--- src/rtl/cpu_defs.sv ---
// cpu_defs: CPU-wide widths shared with the data memory, plus the dump FSM state encoding
package cpu_defs;
  localparam int DATA_W     = 32;
  localparam int ADDR_W     = 9;
  localparam int DMEM_DEPTH = 512;
  typedef enum logic [2:0] {S_IDLE, S_REQ, S_CAPT, S_EMIT, S_DONE} dump_state_e;
endpackage

--- src/rtl/mem_dump_unit_if.sv ---
// mem_dump_unit_if: data-memory read port plus the dumped-word valid/ready stream
interface mem_dump_unit_if #(
  parameter int DATA_W = cpu_defs::DATA_W,
  parameter int ADDR_W = cpu_defs::ADDR_W
);
  logic              mem_rd_en;
  logic [ADDR_W-1:0] mem_addr;
  logic [DATA_W-1:0] mem_rdata;
  logic              out_valid;
  logic              out_ready;
  logic [DATA_W-1:0] out_data;
  logic [ADDR_W-1:0] out_addr;
  modport master (
    output mem_rd_en, mem_addr, out_valid, out_data, out_addr,
    input  mem_rdata, out_ready
  );
  modport slave (
    input  mem_rd_en, mem_addr, out_valid, out_data, out_addr,
    output mem_rdata, out_ready
  );
endinterface

--- src/rtl/mem_dump_unit_rise_detect.sv ---
// rise_detect: registered rising-edge detector for CPU status lines
module rise_detect (
  input  logic clk,
  input  logic rst,
  input  logic d,
  output logic pulse
);
  logic d_q;
  // Previous level; cleared on reset so a line held high through reset still fires once
  always_ff @(posedge clk) d_q <= rst ? 1'b0 : d;
  assign pulse = d & ~d_q;
endmodule

--- src/rtl/mem_dump_unit.sv ---
// mem_dump_unit: post-halt data-memory dumper with a valid/ready word stream and checksum
module mem_dump_unit
  import cpu_defs::*;
#(
  parameter int DATA_W = cpu_defs::DATA_W,
  parameter int ADDR_W = cpu_defs::ADDR_W,
  parameter int DEPTH  = cpu_defs::DMEM_DEPTH
) (
  input  logic              clk,
  input  logic              rst,
  input  logic              is_display,
  mem_dump_unit_if.master   bus,
  output logic              busy,
  output logic              done,
  output logic [DATA_W-1:0] checksum
);
  localparam logic [ADDR_W-1:0] LAST = ADDR_W'(DEPTH - 1);
  dump_state_e       state_q;
  logic [ADDR_W-1:0] addr_q;
  logic [ADDR_W-1:0] out_addr_q;
  logic [DATA_W-1:0] out_data_q;
  logic [DATA_W-1:0] checksum_q;
  logic              start;
  rise_detect u_rise (
    .clk  (clk),
    .rst  (rst),
    .d    (is_display),
    .pulse(start)
  );
  // Sequencer: fetch a word, capture it, hold it until accepted, then advance or finish
  always_ff @(posedge clk) begin
    if (rst) begin
      state_q    <= S_IDLE;
      addr_q     <= '0;
      out_addr_q <= '0;
      out_data_q <= '0;
      checksum_q <= '0;
    end else begin
      case (state_q)
        S_IDLE: if (start) begin
          state_q    <= S_REQ;
          addr_q     <= '0;
          checksum_q <= '0;
        end
        S_REQ: state_q <= S_CAPT;
        S_CAPT: begin
          out_data_q <= bus.mem_rdata;
          out_addr_q <= addr_q;
          state_q    <= S_EMIT;
        end
        S_EMIT: if (bus.out_ready) begin
          checksum_q <= checksum_q + out_data_q;
          if (addr_q == LAST) state_q <= S_DONE;
          else begin
            addr_q  <= addr_q + 1'b1;
            state_q <= S_REQ;
          end
        end
        S_DONE: state_q <= S_IDLE;
        default: state_q <= S_IDLE;
      endcase
    end
  end
  assign bus.mem_rd_en = state_q == S_REQ;
  assign bus.mem_addr  = addr_q;
  assign bus.out_valid = state_q == S_EMIT;
  assign bus.out_data  = out_data_q;
  assign bus.out_addr  = out_addr_q;
  assign busy          = state_q == S_REQ || state_q == S_CAPT || state_q == S_EMIT;
  assign done          = state_q == S_DONE;
  assign checksum      = checksum_q;
endmodule

--- src/flat_wrapper.sv ---
// flat-port wrapper written by rule: the top's interface ports become plain ports
module mem_dump_unit_flat import cpu_defs::*;
#(
  parameter int DATA_W = cpu_defs::DATA_W,
  parameter int ADDR_W = cpu_defs::ADDR_W,
  parameter int DEPTH  = cpu_defs::DMEM_DEPTH
)
  (clk, rst, is_display, busy, done, checksum, bus_mem_rd_en, bus_mem_addr, bus_out_valid, bus_out_data, bus_out_addr, bus_mem_rdata, bus_out_ready);
  mem_dump_unit_if #(.DATA_W(DATA_W), .ADDR_W(ADDR_W)) bus_i ();
  input  logic clk;
  input  logic rst;
  input  logic is_display;
  output logic busy;
  output logic done;
  output logic [DATA_W-1:0] checksum;
  output wire logic [$bits(bus_i.mem_rd_en)-1:0] bus_mem_rd_en;
  output wire logic [$bits(bus_i.mem_addr)-1:0] bus_mem_addr;
  output wire logic [$bits(bus_i.out_valid)-1:0] bus_out_valid;
  output wire logic [$bits(bus_i.out_data)-1:0] bus_out_data;
  output wire logic [$bits(bus_i.out_addr)-1:0] bus_out_addr;
  input wire logic [$bits(bus_i.mem_rdata)-1:0] bus_mem_rdata;
  input wire logic [$bits(bus_i.out_ready)-1:0] bus_out_ready;
  assign bus_mem_rd_en = bus_i.mem_rd_en;
  assign bus_mem_addr = bus_i.mem_addr;
  assign bus_out_valid = bus_i.out_valid;
  assign bus_out_data = bus_i.out_data;
  assign bus_out_addr = bus_i.out_addr;
  assign bus_i.mem_rdata = bus_mem_rdata;
  assign bus_i.out_ready = bus_out_ready;
  mem_dump_unit #(.DATA_W(DATA_W), .ADDR_W(ADDR_W), .DEPTH(DEPTH)) u_core (.clk(clk), .rst(rst), .is_display(is_display), .bus(bus_i), .busy(busy), .done(done), .checksum(checksum));
endmodule
--- config.mk ---
export PLATFORM = sky130hd
export DESIGN_NAME = mem_dump_unit_flat
export DESIGN_NICKNAME = d
export VERILOG_FILES = /design/src/rtl/cpu_defs.sv /design/src/rtl/mem_dump_unit_if.sv /design/src/rtl/mem_dump_unit_rise_detect.sv /design/src/rtl/mem_dump_unit.sv /design/src/flat_wrapper.sv
export SDC_FILE = /design/constraint.sdc
export NUM_CORES = 1
export LEC_CHECK = 0
export ABC_AREA = 1
export CORE_UTILIZATION = 33
export DETAILED_ROUTE_END_ITERATION = 6
export HOLD_SLACK_MARGIN = 0.06
export SYNTH_ARGS = -nofsm -noshare
export SYNTH_HDL_FRONTEND = slang
export SYNTH_SLANG_ARGS = --single-unit
--- constraint.sdc ---
create_clock -name clk -period 2.2 [get_ports clk]
set_input_delay 0.22 -clock clk [delete_from_list [all_inputs] [get_ports clk]]
set_output_delay 0.22 -clock clk [all_outputs]
set_load 0.01 [all_outputs]
# After elaboration in Yosys (flattened, before gate mapping)
# Cells that the tools add are included.
dict set report totals {
  output_inout_bits 86
  regBits 86
  word_cells 36
  inputBits 36
}
dict set report classes {
  mux 11
  addsub 2
  reduce_logical 7
  eq_ne 8
  bitwise 2
}
# op count
set op_table {}
lappend op_table {{two-way mux 32 bit} 2}
lappend op_table {{case mux 32 bit (2 select lines)} 1}
lappend op_table {{adder 32 bit} 1}
lappend op_table {{two-way mux 9 bit} 3}
lappend op_table {{case mux 9 bit (2 select lines)} 1}
lappend op_table {{case mux 3 bit (4 select lines)} 1}
lappend op_table {{adder 9 x 1 -> 9 bit (second input constant)} 1}
lappend op_table {{equality test 9 bit (second input constant)} 1}
lappend op_table {{two-way mux 3 bit} 3}
lappend op_table {{equality test 3 x 2 -> 1 bit (second input constant)} 2}
lappend op_table {{!= test 2 x 1 -> 1 bit (second input constant)} 2}
lappend op_table {{AND reduction 4 bit} 1}
lappend op_table {{equality test 3 x 1 -> 1 bit (second input constant)} 1}
lappend op_table {{equality test 3 bit (second input constant)} 1}
lappend op_table {{zero test 3 bit} 1}
lappend op_table {{AND reduction 3 bit} 1}
lappend op_table {{logical OR 1 bit} 2}
lappend op_table {{!= test 2 bit (second input constant)} 1}
lappend op_table {{AND reduction 2 bit} 1}
lappend op_table {{nonzero test 2 bit} 1}
lappend op_table {{AND 1 bit} 1}
lappend op_table {{NOT 1 bit} 1}

# Longest topological paths before layout
dict set report logic_depth {
  word_depth 4
  mapped_depth 14
  depth_no_buf 14
}

# Cells and area by module
# Synthesis repeated with hierarchy kept, for this count alone.
dict set report unflattened {
  cells_unflattened 916
  hier_area_um2 5611.6
}
# module cells_per_inst area_per_inst_um2 seq_area_each_um2 n_inst
set modules_own_cells {}
lappend modules_own_cells {mem_dump_unit 912 5580.4 1701.6 1}
lappend modules_own_cells {rise_detect 4 31.3 20.0 1}

# Worst setup path after synthesis
# No wires, ideal clock.
dict set report synth_timing {
  kind {reg-to-reg}
  start {register u_core.addr_q[1], in the netlist u_core.bus.mem_addr[1]}
  end {register u_core.addr_q[4], in the netlist u_core.bus.mem_addr[4]}
  n_path_buf 0
  synth_period_minus_slack_ps 2056
  setup_ps 129
  arrival_ps 1927
  slack_ps 144
  stages_incl_launch_ff 15
  required_ps 2071
  path_cell_list {dfxtp_1 > ha_1 > nand2_1 > nor3_1 > nand2_1 > nor2_1 > ha_1 > inv_1 > nor2_1 > nor2_8 > nand2_1 > inv_2 > nand2_1 > xor2_1 > nor2_1}
}
dict set report synth_between {
  elab_chain_len 4
  elab_cells_between_ends 7
  classes_between {add/sub: 1; eq/ne: 2; mux: 3; reduce/logical: 1}
}
# element line
set synth_lines {}
lappend synth_lines {{from (decl)} mem_dump_unit.sv:19} ;# logic [ADDR_W-1:0] addr_q;
lappend synth_lines {{from (signal assigned)} mem_dump_unit.sv:55} ;# addr_q <= addr_q + 1'b1;
lappend synth_lines {{adder 9 x 1 -> 9 bit} mem_dump_unit.sv:55}
lappend synth_lines {{two-way mux 9 bit} mem_dump_unit.sv:53} ;# if (addr_q == LAST) state_q <= S_DONE;
lappend synth_lines {{two-way mux 9 bit} mem_dump_unit.sv:51} ;# S_EMIT: if (bus.out_ready) begin
lappend synth_lines {{case mux 9 bit (2 select lines)} mem_dump_unit.sv:39} ;# case (state_q)
# Several ways; a longest one is shown, not always the timed one. The select of a mux whose other input is x is not followed.
# A chain may end at the register's enable or synchronous reset.

# Final worst setup path
dict set report layout_timing {
  start {register u_core.state_q[1]}
  end {output port bus_out_valid}
}
dict set report layout_between {
  elab_chain_len 1
}
# element line
set layout_lines {}
lappend layout_lines {{from (decl)} mem_dump_unit.sv:18} ;# dump_state_e state_q;
lappend layout_lines {{from (signal assigned)} mem_dump_unit.sv:33} ;# state_q <= S_IDLE;
lappend layout_lines {{from (signal assigned)} mem_dump_unit.sv:41} ;# state_q <= S_REQ;
lappend layout_lines {{from (signal assigned)} mem_dump_unit.sv:45} ;# S_REQ: state_q <= S_CAPT;
lappend layout_lines {{equality test 3 x 2 -> 1 bit} mem_dump_unit.sv:66} ;# assign bus.out_valid = state_q == S_EMIT;
lappend layout_lines {{to (decl)} flat_wrapper.sv:18} ;# output wire logic [$bits(bus_i.out_valid)-1:0] bus_out_valid;
# Every way passes these cells.

==> summary.txt <==
Status
  – Status: finished clean

Floorplan
  – CORE AREA: 16,500 sq um
  – Initial Util: 33.6%
  – Die width: 132 um
  – Die Y-Extent: 132 um
  – Ports: 122
  – Die area: 17,300 sq um
  – Rows: 47

Drt
  – Detail Route Antenna Nets: 0
  – Pre-antenna DRT Iters: 4
  – DRT iter0 DRCs: 250
  – Via count: 5,670
  – Wirelength, routed: 16,100 um
  – Vias per cell: 4.54
  – Routed wire per std cell: 12.9 um
  – DRC Markers: 0

Timing
  – RSZ-0062 raised after global routing: no
  – Final worst path period share: 93.2%
  – Worst hold slack: 409 ps
  – Slew @ Worst Pin: 468 ps
  – Final Max Tran Viols: 0
  – Final Hold Fails: 0
  – Fin worst setup slack: 149 ps
  – Clock Skew: 12.7 ps
  – Clock period minus final worst setup slack: 2050 ps
  – Sum Neg Setup Slack: 0 ps
  – Endpoints failing setup: 0
  – Max-slew headroom: 68.8%
  – Fmax: 0.487 GHz

Global route
  – Number of global-route vias before repair: 5,535
  – Initial antenna violation count: 0
  – Total Routing Usage GR: 19.6%
  – Grt ovf: 0
  – First-pass GRT wire length: 27,200 um
  – Largest net degree at the start of global routing: 44

Cells and area
  – Antenna cells: 0
  – Area Growth Syn to Fin: 33.8%
  – FILL cells: 1,743
  – Nets: 1,096
  – Layout cells sized above 1: 4.85%

Synth
  – Synth area leader: dfxtp_1
  – Mean Syn Cell Area: 6.13 sq um
  – #FFs+latches synth: 86
  – Primary FF master, synth: dfxtp_1
  – Synthesized instance count: 905
  – Post-synthesis cell type count: 36
  – Syn_nets: 975
  – Asr flop ratio synth: 0%
  – Synth top area share: 31.0%
  – Post-synth EDFFs: 0
  – Synth warn: 0
  – Sequential area share after synthesis: 31.0%
  – Netlist Area Pre-Place: 5550 sq um
  – Top-count cell post-synth: nand2_1
  – Commonest cells in the netlist: nand2_1 (273), inv_1 (174), a21oi_1 (101)
  – Synth top area cells: dfxtp_1 (31%), nand2_1 (18%), inv_1 (12%), a21oi_1 (9.1%), ha_1 (7.4%)

Clock network
  – Clock sink count: 86
  – Root Buffer Master: clkbuf_16
  – CTS tree: yes
  – Worst-skew pair later-pin latency: 350 ps
  – Number of post-CTS setup repair buffers: 0
  – H-tree Lvls: 3
  – Hold_buf cts: 0
  – CTS Buf Count: 9
  – Clock Path Buffers: 2
  – Worst-path clk slew: 60 ps

Setup path
  – Critical Path Source Type: flip-flop
  – CP cell instances: nand3_2 > inv_1 > clkdlybuf4s50_1
  – Reg-to-Reg End: u_core.checksum[24]
  – Critical path peak fanout: 7
  – Required @ worst endpoint: 1980 ps
  – Crit path to: bus_out_valid
  – Worst R2R Setup Slack: 190 ps
  – Setup crit end kind: output port
  – Crit Reg-Reg Startpoint: u_core.bus.out_data[0]
  – CP Data Arrival Time: 1830 ps
  – Slowest cell on the critical path: clkdlybuf4s50_1
  – Worst R2R Path Depth: 13
  – Critical path's largest stage delay: 570 ps
  – Critical Path Source: u_core.state_q[1]
  – Critical path class: flip-flop to output port

Power
  – Net Sw Power: 1.51 mW
  – Final Power: 4.92 mW
  – Peak VDD IR: 0.446 mV
  – Comb power frac: 26.7%
  – Leak Pwr: 3.46 nW
  – Sw Ratio: 30.8%
  – Int Pwr: 3.40 mW
  – Clock network power share: 35.9%
  – Sequential Power Share: 37.5%
  – Power Density: 662 nW/um^2

Placement
  – Detail Placement HPWL: 12,500 um
  – Routability congestion estimate: 0.903
  – Port Buf Inserts: 121
  – Setup WS pre-CTS: 82.6 ps

Flow run
  – Maxcap violations: 0

Worst hold path
  – HP Class: input pin to flip-flop
[cell families (layout without fill, tap and decap cells)]
group           after synthesis  after routing  synth area share, %
compound gates              173            173                 16.4
fa+ha+maj                    34             34                 7.80
simple gates                408            408                 30.5
xor+xnor                      4              4                0.631
buf+inv                     200            325                 13.7
flops                        86             86                 31.0
[final cells by class]
cell class                 instances  area, sq um  area share [%]
multi-input combinational        619         3110            41.9
sequential                        86         1720            23.2
timing repair buffer             133         1310            17.7
inverter                         177          667            8.98
tap                              220          275            3.71
clock buffer                      10          229            3.08
clock inverter                     5          108            1.45
[worst min-delay path by stage]
stage | start | to | slack [ps] | depth (start not counted)
global route | is_display | u_core.u_rise.d_q | 430 | 3
CTS | is_display | u_core.u_rise.d_q | 400 | 3
finish | is_display | u_core.u_rise.d_q | 410 | 3
global placement | u_core.bus.out_addr[3] | u_core.bus.out_addr[3] | 430 | 2
floorplan | is_display | u_core.u_rise.d_q | 340 | 2
detailed placement | u_core.bus.out_addr[1] | u_core.bus.out_addr[1] | 440 | 2
[worst max-delay path: cells and delay by family, from the launching register on]
| kind | cells | cell delay (ps) |
|---|---|---|
| buf+inv | 2 | 800 |
| simple gates | 1 | 220 |
| flops | 1 | 460 |
[state kept, by name, summed over array words and instances, names as in the netlist]
signal / count
u_core.u_rise.d_q: 1
u_core.checksum: 32
u_core.state_q: 3
u_core.bus.out_addr: 9
u_core.bus.out_data: 32
u_core.bus.mem_addr: 9
[timing repair]
item / CTS / global route
hold endpoints to repair: 0 / 0
endpoints found under the setup margin: 0 / 21
gates resized for setup: 0 / 10
[layout by cell type (no fill, tap or decap), drive strengths merged, types with 2 or more instances in the layout]
cell type / Yosys / routed
ha: 33 / 33
buf: 5 / 12
o21ai: 55 / 55
a21boi: 9 / 9
nand4: 4 / 4
or2: 5 / 5
nand3: 52 / 52
nand3b: 4 / 4
o21bai: 3 / 3
bufinv: 0 / 3
nor2: 59 / 59
a211oi: 2 / 2
dfxtp: 86 / 86
nor3: 8 / 8
a21oi: 101 / 101
xor2: 3 / 3
nand2: 274 / 274
inv: 177 / 178
clkdlybuf4s50: 0 / 121
clkbuf: 18 / 10
[through the flow]
step / utilization [%] / std cells / area, sq um
floorplan: - / 905 / 5550
finish: 44.9 / 1250 / 7430
CTS: 44.7 / 1250 / 7390
global route: 44.9 / 1250 / 7430
detailed placement: 42.7 / 1235 / 7050
global placement: 42.7 / 1235 / 7050
[routing by layer]
metal / track usage (%) / up-vias / part of all wire [%]
met5: 0 / - / 0
met4: 7.04 / 0 / 1.6
met3: 3.78 / 16 / 4.6
met2: 32.7 / 105 / 44
met1: 25.0 / 2475 / 50
li1: - / 3074 / -
[power by group through the flow]
stage               logic (mW)  clock network, mW  registers (mW)
floorplan                0.677                  0            1.92
global placement          1.31                  0            1.88
detailed placement        1.31                  0            1.88
CTS                       1.32               1.81            1.85
global route              1.48               1.87            1.87
finish                    1.31               1.76            1.84
Note: power is estimated with default switching activity, not from simulation.
